===== src/rtl/pipe_hazard_ctrl_if.sv =====
// Bus between the hazard/arbitration controller and the core datapath.
// The slave modport is the controller side; master is the datapath (or bench) side.
interface pipe_hazard_ctrl_if #(
  parameter int NSTAGE = 5,
  parameter int REGW   = 5
);
  // Memory handshake: imemREN/dmemREN/dmemWEN are requests held steady until the
  // matching ihit/dhit completes them; a request with its hit high in the same
  // cycle is a finished transfer, and a hit with no request is ignored.
  logic              ihit;
  logic              dhit;
  logic              memREN_ex;
  logic              memWEN_ex;
  logic              ld_idex;
  logic [REGW-1:0]   wsel_idex;
  logic [REGW-1:0]   rsel1_ifid;
  logic [REGW-1:0]   rsel2_ifid;
  logic              br_taken;
  logic              halt_wb;
  logic              imemREN;
  logic              dmemREN;
  logic              dmemWEN;
  logic [NSTAGE-2:0] lat_en;
  logic [NSTAGE-2:0] lat_flush;
  logic              halted;
  logic              err;
  logic [2:0]        state_dbg;

  modport master (
    output ihit, dhit, memREN_ex, memWEN_ex, ld_idex, wsel_idex,
           rsel1_ifid, rsel2_ifid, br_taken, halt_wb,
    input  imemREN, dmemREN, dmemWEN, lat_en, lat_flush, halted, err, state_dbg
  );

  modport slave (
    input  ihit, dhit, memREN_ex, memWEN_ex, ld_idex, wsel_idex,
           rsel1_ifid, rsel2_ifid, br_taken, halt_wb,
    output imemREN, dmemREN, dmemWEN, lat_en, lat_flush, halted, err, state_dbg
  );
endinterface


===== src/rtl/pipe_hazard_ctrl.sv =====
// Pipeline hazard unit and single-port memory arbiter: drives per-latch
// enables/flushes, serialises fetch and data accesses, drains on halt.
module pipe_hazard_ctrl #(
  parameter int NSTAGE = 5,
  parameter int REGW   = 5,
  parameter int MEMSTG = 3,
  parameter int TOUT   = 64
) (
  input  logic             CLK,
  input  logic             RST,
  pipe_hazard_ctrl_if.slave bus
);

  localparam int NL = NSTAGE - 1;
  localparam int TW = $clog2(TOUT + 1);
  localparam int DW = $clog2(NSTAGE);

  if (MEMSTG < 1 || MEMSTG > NL || TOUT < 2 || TOUT > 255 || NSTAGE < 3) begin : g_param_chk
    $error("pipe_hazard_ctrl: parameter out of range");
  end

  typedef enum logic [2:0] {
    RUN    = 3'd0,
    DACC   = 3'd1,
    IWAIT  = 3'd2,
    DRAIN  = 3'd3,
    HALTED = 3'd4
  } state_t;

  state_t          state, state_nxt;
  logic [TW-1:0]   tcnt;
  logic [DW-1:0]   dcnt;
  logic            err_q;
  logic            waiting, hit, load_use;
  logic            imem, dren, dwen;
  logic [NL-1:0]   en, fl;

  assign load_use = bus.ld_idex && (bus.wsel_idex != '0) &&
                    ((bus.wsel_idex == bus.rsel1_ifid) || (bus.wsel_idex == bus.rsel2_ifid));
  assign waiting  = (state == DACC) || (state == IWAIT);
  assign hit      = (state == DACC) ? bus.dhit : bus.ihit;

  always_ff @(posedge CLK) begin
    if (RST) begin
      state <= RUN;
      tcnt  <= '0;
      dcnt  <= '0;
      err_q <= 1'b0;
    end else begin
      state <= state_nxt;
      if (waiting && !hit) begin
        if (tcnt != TW'(TOUT)) tcnt <= tcnt + TW'(1);
        if (tcnt == TW'(TOUT - 1)) err_q <= 1'b1;
      end else begin
        tcnt <= '0;
      end
      if (state == DRAIN) dcnt <= dcnt + DW'(1);
      else                dcnt <= '0;
    end
  end

  always_comb begin
    state_nxt = state;
    imem      = 1'b0;
    dren      = 1'b0;
    dwen      = 1'b0;
    en        = '0;
    fl        = '0;
    case (state)
      RUN: begin
        imem = 1'b1;
        if (bus.halt_wb)                        state_nxt = DRAIN;
        else if (bus.memREN_ex || bus.memWEN_ex) state_nxt = DACC;
        else if (!bus.ihit)                     state_nxt = IWAIT;
        // Halt freezes the pipe with no flush, even against a taken branch.
        if (!bus.halt_wb && bus.ihit) begin
          en = '1;
          if (bus.br_taken) begin
            fl[0] = 1'b1;
            fl[1] = 1'b1;
          end else if (load_use) begin
            en[0] = 1'b0;
            fl[1] = 1'b1;
          end
        end
      end
      DACC: begin
        // Write wins so the memory never sees read and write together.
        dwen = bus.memWEN_ex;
        dren = bus.memREN_ex && !bus.memWEN_ex;
        if (bus.dhit) begin
          en        = '1;
          state_nxt = RUN;
        end
      end
      IWAIT: begin
        imem = 1'b1;
        if (bus.ihit) state_nxt = RUN;
      end
      DRAIN: begin
        if (dcnt == DW'(NSTAGE - 2)) state_nxt = HALTED;
      end
      HALTED: state_nxt = HALTED;
      default: state_nxt = RUN;
    endcase
    if (RST) begin
      imem = 1'b1;
      dren = 1'b0;
      dwen = 1'b0;
      en   = '0;
      fl   = '1;
    end
  end

  assign bus.imemREN   = imem;
  assign bus.dmemREN   = dren;
  assign bus.dmemWEN   = dwen;
  assign bus.lat_en    = en;
  assign bus.lat_flush = fl;
  assign bus.halted    = (state == HALTED) && !RST;
  assign bus.err       = err_q && !RST;
  assign bus.state_dbg = state;

endmodule


===== src/flat_wrapper.sv =====
// flat-port wrapper written by rule: the top's interface ports become plain ports
module pipe_hazard_ctrl_flat 
#(
  parameter int NSTAGE = 5,
  parameter int REGW   = 5,
  parameter int MEMSTG = 3,
  parameter int TOUT   = 64
)
  (CLK, RST, bus_ihit, bus_dhit, bus_memREN_ex, bus_memWEN_ex, bus_ld_idex, bus_wsel_idex, bus_rsel1_ifid, bus_rsel2_ifid, bus_br_taken, bus_halt_wb, bus_imemREN, bus_dmemREN, bus_dmemWEN, bus_lat_en, bus_lat_flush, bus_halted, bus_err, bus_state_dbg);
  pipe_hazard_ctrl_if #(.NSTAGE(NSTAGE), .REGW(REGW)) bus_i ();
  input  logic CLK;
  input  logic RST;
  input wire logic [$bits(bus_i.ihit)-1:0] bus_ihit;
  input wire logic [$bits(bus_i.dhit)-1:0] bus_dhit;
  input wire logic [$bits(bus_i.memREN_ex)-1:0] bus_memREN_ex;
  input wire logic [$bits(bus_i.memWEN_ex)-1:0] bus_memWEN_ex;
  input wire logic [$bits(bus_i.ld_idex)-1:0] bus_ld_idex;
  input wire logic [$bits(bus_i.wsel_idex)-1:0] bus_wsel_idex;
  input wire logic [$bits(bus_i.rsel1_ifid)-1:0] bus_rsel1_ifid;
  input wire logic [$bits(bus_i.rsel2_ifid)-1:0] bus_rsel2_ifid;
  input wire logic [$bits(bus_i.br_taken)-1:0] bus_br_taken;
  input wire logic [$bits(bus_i.halt_wb)-1:0] bus_halt_wb;
  output wire logic [$bits(bus_i.imemREN)-1:0] bus_imemREN;
  output wire logic [$bits(bus_i.dmemREN)-1:0] bus_dmemREN;
  output wire logic [$bits(bus_i.dmemWEN)-1:0] bus_dmemWEN;
  output wire logic [$bits(bus_i.lat_en)-1:0] bus_lat_en;
  output wire logic [$bits(bus_i.lat_flush)-1:0] bus_lat_flush;
  output wire logic [$bits(bus_i.halted)-1:0] bus_halted;
  output wire logic [$bits(bus_i.err)-1:0] bus_err;
  output wire logic [$bits(bus_i.state_dbg)-1:0] bus_state_dbg;
  assign bus_i.ihit = bus_ihit;
  assign bus_i.dhit = bus_dhit;
  assign bus_i.memREN_ex = bus_memREN_ex;
  assign bus_i.memWEN_ex = bus_memWEN_ex;
  assign bus_i.ld_idex = bus_ld_idex;
  assign bus_i.wsel_idex = bus_wsel_idex;
  assign bus_i.rsel1_ifid = bus_rsel1_ifid;
  assign bus_i.rsel2_ifid = bus_rsel2_ifid;
  assign bus_i.br_taken = bus_br_taken;
  assign bus_i.halt_wb = bus_halt_wb;
  assign bus_imemREN = bus_i.imemREN;
  assign bus_dmemREN = bus_i.dmemREN;
  assign bus_dmemWEN = bus_i.dmemWEN;
  assign bus_lat_en = bus_i.lat_en;
  assign bus_lat_flush = bus_i.lat_flush;
  assign bus_halted = bus_i.halted;
  assign bus_err = bus_i.err;
  assign bus_state_dbg = bus_i.state_dbg;
  pipe_hazard_ctrl #(.NSTAGE(NSTAGE), .REGW(REGW), .MEMSTG(MEMSTG), .TOUT(TOUT)) u_core (.CLK(CLK), .RST(RST), .bus(bus_i));
endmodule

===== config.mk =====
export PLATFORM = sky130hd
export DESIGN_NAME = pipe_hazard_ctrl_flat
export DESIGN_NICKNAME = d
export VERILOG_FILES = /design/src/rtl/pipe_hazard_ctrl_if.sv /design/src/rtl/pipe_hazard_ctrl.sv /design/src/flat_wrapper.sv
export SDC_FILE = /design/constraint.sdc
export NUM_CORES = 1
export LEC_CHECK = 0
export CAP_MARGIN = 5
export CORE_ASPECT_RATIO = 1.2
export CORE_MARGIN = 1
export CORE_UTILIZATION = 45
export DETAILED_ROUTE_END_ITERATION = 7
export PLACE_DENSITY = 0.93
export RECOVER_POWER = 100
export SLEW_MARGIN = 10
export SYNTH_ARGS = -nofsm -noshare
export SYNTH_HDL_FRONTEND = slang
export SYNTH_SLANG_ARGS = --single-unit

===== constraint.sdc =====
create_clock -name CLK -period 4.1 [get_ports CLK]
set_input_delay 0.615 -clock CLK [delete_from_list [all_inputs] [get_ports CLK]]
set_output_delay 0.615 -clock CLK [all_outputs]
set_load 0.05 [all_outputs]

# Yosys cells after proc, flatten, opt, wreduce, memory -nomap -nowiden
# Cells that the tools add are included.
# totals
output_inout_bits	16
in_bits	24
word_cells	68
register_bits	14
# classes
eq_ne	13
n_bitwise	2
addsub	2
reduce_logical	21
n_mux	26
# op_table
cell	n
$mux 3	6
$mux 4	4
$pmux 3 s5	1
$mux 1	12
$eq 5x5->1	2
$eq 3x2->1 const B	3
$pmux 4 s2	1
$add 7x1->7 const B	1
$eq 7x6->1 const B	1
$logic_and 1x1->1	7
$ne 7x7->1 const B	1
$ne 2x2->1 const B	3
$reduce_or 2->1	3
$reduce_bool 5->1	1
$logic_not 1->1	4
$mux 2	2
$ne 4x3->1 const B	1
$reduce_and 4->1	1
$add 3x1->3 const B	1
$eq 3x1->1 const B	1
$eq 3x3->1 const B	1
$logic_not 3->1	1
$logic_or 1x1->1	3
$not 1->1	2
$reduce_and 2->1	1

# Longest topological paths before layout
# Gate-level depths: netlist of run 1.
# logic_depth
ltp_word	8
depth_mapped	6
mapped_depth_nobuf	6

# Least setup slack after synthesis of run 1
# Ideal clock, no wire load.
# synth_timing
path_kind	register -> output
startpoint	register u_core.state[0] (netlist: u_core.bus.state_dbg[0])
endpoint	output bus_dmemREN
path_stages_with_launch	4
required_time_ps	3485
setup_slack_ps	777
n_path_buf	1
arrival_time_ps	2708
path_cell_list	dfxtp_1 > buf_2 > nand3b_1 > nor4b_1
# synth_between
elab_chain_len	3
# synth_lines
element	line	source
from (decl)	pipe_hazard_ctrl.sv:30	state_t state, state_nxt;
from (signal assigned)	pipe_hazard_ctrl.sv:50	state <= state_nxt;
$eq 3x1->1	pipe_hazard_ctrl.sv:69	case (state)
$mux 1	pipe_hazard_ctrl.sv:69	
$mux 1	pipe_hazard_ctrl.sv:106	if (RST) begin
to (decl)	flat_wrapper.sv:24	output wire logic [$bits(bus_i.dmemREN)-1:0] bus_dmemREN;
# No other way between the ends.

# Worst setup path after layout of run 1
# layout_timing
startpoint	input bus_ihit
endpoint	output bus_lat_en[0]
# layout_between
elab_chain_len	4
# layout_lines
element	line	source
from (decl)	flat_wrapper.sv:13	input wire logic [$bits(bus_i.ihit)-1:0] bus_ihit;
$logic_and 1x1->1	pipe_hazard_ctrl.sv:76	if (!bus.halt_wb && bus.ihit) begin
$mux 4	pipe_hazard_ctrl.sv:76	
$pmux 4 s2	pipe_hazard_ctrl.sv:69	
$mux 4	pipe_hazard_ctrl.sv:106	
to (decl)	flat_wrapper.sv:26	output wire logic [$bits(bus_i.lat_en)-1:0] bus_lat_en;
# No other way between the ends.

==> results of run 1 <==
worst max path at each step:
| stage | startpoint | to | slack [ns] |
|---|---|---|---|
| final | bus_ihit | bus_lat_en[0] | 0.57 |
| after global routing | bus_wsel_idex[1] | bus_lat_en[0] | 0.50 |
| after CTS | bus_ihit | bus_lat_en[0] | 0.63 |
| after detailed placement | bus_ihit | bus_lat_en[0] | 0.63 |
| after global placement | bus_ihit | bus_lat_en[0] | 0.66 |
| after floorplan | u_core.bus.state_dbg[0] | bus_dmemREN | 0.78 |
flip-flops by register name, summed over array words and instances (netlist names):
register and cells:
u_core.tcnt 7, u_core.dcnt 3, u_core.err_q 1, u_core.bus.state_dbg 3
cell families (layout without fill, tap and decap cells):
| family | Yosys count | in the layout |
|---|---|---|
| AND/OR/NAND/NOR | 42 | 42 |
| AO/OA/AOI/OAI | 20 | 20 |
| buffers and inverters | 15 | 51 |
| XOR/XNOR | 14 | 14 |
| flip-flops | 14 | 14 |
| adder cells (fa/ha/maj) | 4 | 4 |
| multiplexers | 2 | 2 |
through the flow:
step                cell area, sq um  total power [mW]  hold WS (ns)  utilization [%]
floorplan                        948             0.275         0.399                -
global placement                1320             0.328         0.407             68.8
detailed placement              1320             0.334         0.423             68.8
CTS                             1350             0.435         0.436             70.7
global route                    1350             0.448         0.442             70.7
finish                          1350             0.427         0.429             70.7
per-layer routing:
layer | part of all wire [%] | track usage, % | vias up | wire (um)
li1 | - | - | 461 | -
met1 | 39 | 24.5 | 443 | 928
met2 | 53 | 43.5 | 32 | 1260
met3 | 4.8 | 7.59 | 14 | 116
met4 | 3.8 | 13.1 | 0 | 90
met5 | 0 | 0 | - | 0
area by class of cell:
class                      count  area [sq um]  share of cell area (%)
multi-input combinational     82           592                    43.8
timing repair buffer          39           390                    28.9
sequential                    14           280                    20.7
clock buffer                   4          36.3                    2.68
inverter                       8          30.0                    2.22
tap                           19          23.8                    1.76
cells in the mapped netlist (2+ instances only):
cell	count	area share, %
a21oi_1	5	2.6
buf_4	5	4.0
dfxtp_1	14	30
ha_1	4	5.3
inv_1	8	3.2
mux2i_1	2	2.1
nand2_1	2	0.79
nand3_1	5	2.6
nand3b_1	2	1.6
nor2_1	14	5.5
nor3_1	3	1.6
nor3b_1	2	1.6
nor4b_1	2	1.8
o21ai_0	3	1.6
o21ai_1	2	1.1
or3_1	4	2.6
xnor2_1	2	1.8
xor2_1	12	11
critical path, stage by stage:
cell and delay [ns]:
clkdlybuf4s50_1 0.51, or4b_4 0.51, nor2_4 0.12, o21a_4 0.15, o41a_1 0.13, dlygate4sd3_1 0.87
power by group:
part | internal, mW | switching (mW) | total, mW
sequential | 0.142 | 0.0162 | 0.158
clock | 0.0541 | 0.0471 | 0.101
combinational | 0.0688 | 0.0989 | 0.168
total | 0.265 | 0.162 | 0.427
==> results.tsv, run 1 <==
stage	metric	value	unit
sta	min cycle time layout	3.53	ns
critical_path	Worst Setup End Kind	primary output	
clocking	Root Driver	clkbuf_4	
routing	vias	950	
place	Place WS	0.633	ns
place	final estimated routing congestion in global placement	0.867	
clocking	CTS clock-pin slew for the worst setup and hold paths	0.09	ns
clocking	CTS Buffer Depth	2	
global_routing	largest net degree at the start of global routing	15	
synthesis	Synth Flop Type	dfxtp_1	
run_status	status	finished, final reports clean	
clocking	Setup Buffers After CTS	0	
synthesis	sequential element share of the synthesized area	29.6	%
synthesis	syn_area_per_cell	8.54	sq um
hold_path	hold depth	1	
synthesis	post-synthesis mux area share	2.11	%
sta	Slew Viols, Final	0	
critical_path	startpoint types	input port	
synthesis	Synth Net Count	139	
routing	WL per Instance	14.5	um
sta	period utilisation layout	86.1	%
synthesis	largest family of logic cells by synthesized area	simple AND/OR/NAND/NOR gates	
sta	final hold viol count	0	
critical_path	Worst EP arrival	2.92	ns
critical_path	path type of the worst setup path	input port to primary output	
layout	commonest non-fill, non-tap cell in the layout	clkdlybuf4s50_1	
synthesis	area share of fa/ha/maj cells after synthesis	5.28	%
synthesis	Synth Instances	111	
critical_path	Req. time, crit path	3.48	ns
routing	Detail Route Antenna Nets	0	
layout	commonest cells after routing, fill and taps aside	clkdlybuf4s50_1 (20), dlygate4sd3_1 (19), nor2_1 (14), dfxtp_1 (14), xor2_1 (12)	
routing	DRT Pass-1 Iters	6	
floorplan	initial core utilization	49.5	%
hold_path	Min-Delay Path Class	register to register	
synthesis	Simple-Gate Fraction of Synth Area	25.6	%
power	PwrDens	316	nW/um^2
clocking	clk sinks	14	
routing	Detailed Route Iter0 Violations	19	
layout	Final #Nets	176	
global_routing	initial antenna violation count	0	
synthesis	Yosys cell types	38	
critical_path	Worst R2R End	u_core.tcnt[3]	
synthesis	register bit total from synthesis	14	
global_routing	vias in the first global route	953	
critical_path	Reg2Reg Depth	4	
routing	Post-route DRC	0	
clocking	CTS Buf Count	3	
clocking	H-tree levels	1	
place	Final HPWL DP	1.92	mm
synthesis	Synth Area in XOR/XNOR	12.9	%
sta	relative slew slack	48.8	%
run	Max Cap Viol	0	
sta	clock skew	0.00542	ns
power	leakage	0.536	nW
layout	ratio of cells with drive above 1 in the final layout	6.80	%
critical_path	R2R Path Start	u_core.bus.state_dbg[0]	
layout	synthesis-to-layout area growth	42.6	%
place	I/O Buffers	39	
hold_path	Hold Path Sink	u_core.dcnt[0]	
synthesis	Yosys warning total	0	
layout	antenna fix cells	0	
sta	Peak Freq	283	MHz
critical_path	setup slack, reg-to-reg	2.36	ns
routing	Final Routed Wirelength	2.40	mm
synthesis	number of synthesized flops with an enable pin	0	
floorplan	die width	43.9	um
floorplan	die height	52.3	um
hold_path	Worst Min Path Start	u_core.dcnt[0]	
place	placed cell count	162	
clocking	clk_lat worst skew	0.29	ns
synthesis	Cell Area, Synth	948	sq um
sta	setup_tns	0	ns
critical_path	critical path peak fanout	4	
synthesis	complex-gate fraction of the synthesized area	16.5	%
floorplan	Core Footprint	1910	sq um
synthesis	Async SR Flop Fraction	0	%
sta	# setup viols final	0	
sta	Slew @ Worst Pin	0.761	ns
floorplan	die area	2300	sq um
clocking	Hold Buf Count CTS	0	
layout	Finished Layout Cells	166	
layout	# fillers	154	
global_routing	global-route wire length before repair	4.09	mm
clocking	post-cts resize count	0	
global_routing	gr ovfl total	0	
global_routing	GRT Total Usage	24.2	%
clocking	CTS tree	done	
power	worst vdd ir	0.213	mV
floorplan	IO Pins	40	
routing	drt via density	5.72	
sta	Final WS setup	0.568	ns
sta	RSZ-0062 raised after global routing	false	
floorplan	Cell Rows	17	
(Power assumes the default switching activity.)
==> run 2: changes to the inputs <==
- REMOVE_ABC_BUFFERS: unset -> 1
- clock period: 4.1 -> 4.5 ns (I/O delays scaled with it)
==> run 2 against run 1 <==
Clock skew rose by 0.0030 ns; sequential share of layout area rose by 0.096 points; via count fell by 2.2%; cell area fell by 0.46%; sequential cell count did not move; global-route usage fell by 1.2 points; clock power fell by 9%; sequential power fell by 9%; worst setup slack improved by 0.26 ns; power fell by 10%; non-clock buffer count did not move.
==> results.tsv, run 2 (synthesized netlist as in run 1, its figures left out) <==
stage	metric	value	unit
run_status	status	finished, final reports clean	
routing	Detail Route Antenna Nets	0	
place	I/O Buffers	39	
power	leakage	0.535	nW
power	Logic pwr share	38.9	%
critical_path	path type of the worst setup path	input port to primary output	
floorplan	die area	2300	sq um
critical_path	Worst Setup End Kind	primary output	
layout	number of flip-flops in the largest register	7	
sta	Peak Freq	272	MHz
layout	ratio of cells with drive above 1 in the final layout	6.12	%
routing	drt via density	5.60	
routing	Detailed Route Iter0 Violations	16	
power	Psw	0.144	mW
layout	Most flops, register	u_core.tcnt	
critical_path	Reg2Reg Depth	6	
power	PwrDens	286	nW/um^2
clocking	post-cts resize count	0	
clocking	CTS tree	done	
sta	# setup viols final	0	
routing	vias	929	
global_routing	vias in the first global route	962	
global_routing	initial antenna violation count	0	
global_routing	global-route wire length before repair	3.94	mm
critical_path	CP endpoint	bus_lat_en[0]	
power	part of the power in registers	37.3	%
routing	Final Routed Wirelength	2.22	mm
layout	Final #Nets	176	
clocking	Hold Buf Count CTS	0	
clocking	Root Driver	clkbuf_4	
power	Internal	0.240	mW
critical_path	family with the most delay on the worst path	buffers and inverters	
routing	Post-route DRC	0	
clocking	CTS Buf Count	3	
clocking	CTS Buffer Depth	2	
power	Clk pwr share	23.8	%
clocking	Setup Buffers After CTS	0	
global_routing	GRT Total Usage	23.0	%
sta	min cycle time layout	3.67	ns
critical_path	startpoint types	input port	
critical_path	Stages on worst setup path	6	
layout	commonest cells after routing, fill and taps aside	clkdlybuf4s50_1 (20), dlygate4sd3_1 (19), nor2_1 (14), dfxtp_1 (14), xor2_1 (12)	
hold_path	Min-Delay Path Class	register to register	
sta	RSZ-0062 raised after global routing	false	
critical_path	Req. time, crit path	3.83	ns
power	worst vdd ir	0.139	mV
layout	# fillers	159	
sta	relative slew slack	51.8	%
power	Sw Share	37.5	%
sta	setup_tns	0	ns
global_routing	largest net degree at the start of global routing	15	
clocking	clk sinks	14	
floorplan	initial core utilization	49.5	%
floorplan	die height	52.3	um
sta	hold slack	0.426	ns
floorplan	Cell Rows	17	
layout	commonest non-fill, non-tap cell in the layout	clkdlybuf4s50_1	
critical_path	CP bufs+invs	2	
critical_path	Worst EP arrival	3.00	ns
sta	final hold viol count	0	
critical_path	R2R Path Start	u_core.dcnt[0]	
routing	DRT Pass-1 Iters	6	
routing	WL per Instance	13.3	um
critical_path	critical path peak fanout	4	
clocking	H-tree levels	1	
floorplan	die width	43.9	um
critical_path	Worst R2R End	u_core.bus.state_dbg[1]	
sta	period utilisation layout	81.6	%
critical_path	setup slack, reg-to-reg	2.71	ns
sta	Slew Viols, Final	0	
clocking	clk_lat worst skew	0.29	ns
clocking	CTS clock-pin slew for the worst setup and hold paths	0.08	ns
critical_path	crit-path max cell delay	0.88	ns
critical_path	worst-path cell chain	clkdlybuf4s50_1 > or4b_4 > nor2_4 > o21a_4 > o41a_1 > dlygate4sd3_1	
global_routing	gr ovfl total	0	
critical_path	Worst setup startpoint	bus_ihit	
floorplan	Core Footprint	1910	sq um
layout	antenna fix cells	0	
place	Final HPWL DP	1.80	mm
place	final estimated routing congestion in global placement	0.785	
floorplan	IO Pins	40	
sta	Slew @ Worst Pin	0.716	ns
critical_path	CP max-delay cell	dlygate4sd3_1	
layout	synthesis-to-layout area growth	42.0	%
run	Max Cap Viol	0	
sta	clock skew	0.00847	ns
-- run 2: cell types whose count changed in the layout (fill, tap and decap cells not counted) --
| cell | change |
|---|---|
| a2111oi_2 | -1 |
| a2111oi_0 | +1 |
-- run 2: worst min-delay path by stage --
stage,startpoint,endpoint,slack (ns),depth (start not counted)
final,u_core.dcnt[0],u_core.dcnt[0],0.43,1
after CTS,u_core.dcnt[0],u_core.dcnt[0],0.43,1
after global placement,u_core.dcnt[0],u_core.dcnt[0],0.41,1
after global routing,u_core.dcnt[0],u_core.dcnt[0],0.46,1
after detailed placement,u_core.dcnt[0],u_core.dcnt[0],0.42,1
after floorplan,u_core.dcnt[0],u_core.dcnt[0],0.40,1
-- run 2: per-stage QoR --
stage / power, mW / cell area (sq um) / worst slack (ns) / utilization (%) / cells
after floorplan: 0.238 / 902 / 1.18 / - / 104
after global placement: 0.300 / 1320 / 0.931 / 68.8 / 162
after detailed placement: 0.304 / 1320 / 0.896 / 68.8 / 162
after CTS: 0.395 / 1350 / 0.878 / 70.7 / 166
after global routing: 0.404 / 1350 / 0.771 / 70.3 / 166
final: 0.384 / 1350 / 0.827 / 70.3 / 166
-- run 2: power groups by stage --
stage | logic (mW) | registers (mW) | clock network (mW)
floorplan | 0.0807 | 0.157 | 0
finish | 0.149 | 0.144 | 0.0915
global placement | 0.154 | 0.146 | 0
global route | 0.161 | 0.146 | 0.0970
CTS | 0.158 | 0.143 | 0.0934
detailed placement | 0.157 | 0.146 | 0
-- run 2: final cells by class --
class                      count  area [sq um]  share of cell area (%)
multi-input combinational     82           586                    43.5
timing repair buffer          39           390                    29.0
sequential                    14           280                    20.8
clock buffer                   4          36.3                    2.70
inverter                       8          30.0                    2.23
tap                           19          23.8                    1.77
-- run 2: routing by layer --
| metal | vias up | wire [um] | GRT usage [%] |
|---|---|---|---|
| met5 | - | 0 | 0 |
| li1 | 463 | - | - |
| met1 | 423 | 868 | 25.1 |
| met4 | 0 | 23 | 9.09 |
| met2 | 40 | 1190 | 43.0 |
| met3 | 3 | 132 | 4.14 |
-- run 2: worst reg2reg max path, cell delays in order, from the launching register on --
cell       delay (ns)
dfxtp_1          0.32
ha_1             0.19
ha_1             0.18
mux2i_1          0.22
a21o_1           0.22
o211ai_1         0.11
a2111oi_0        0.42
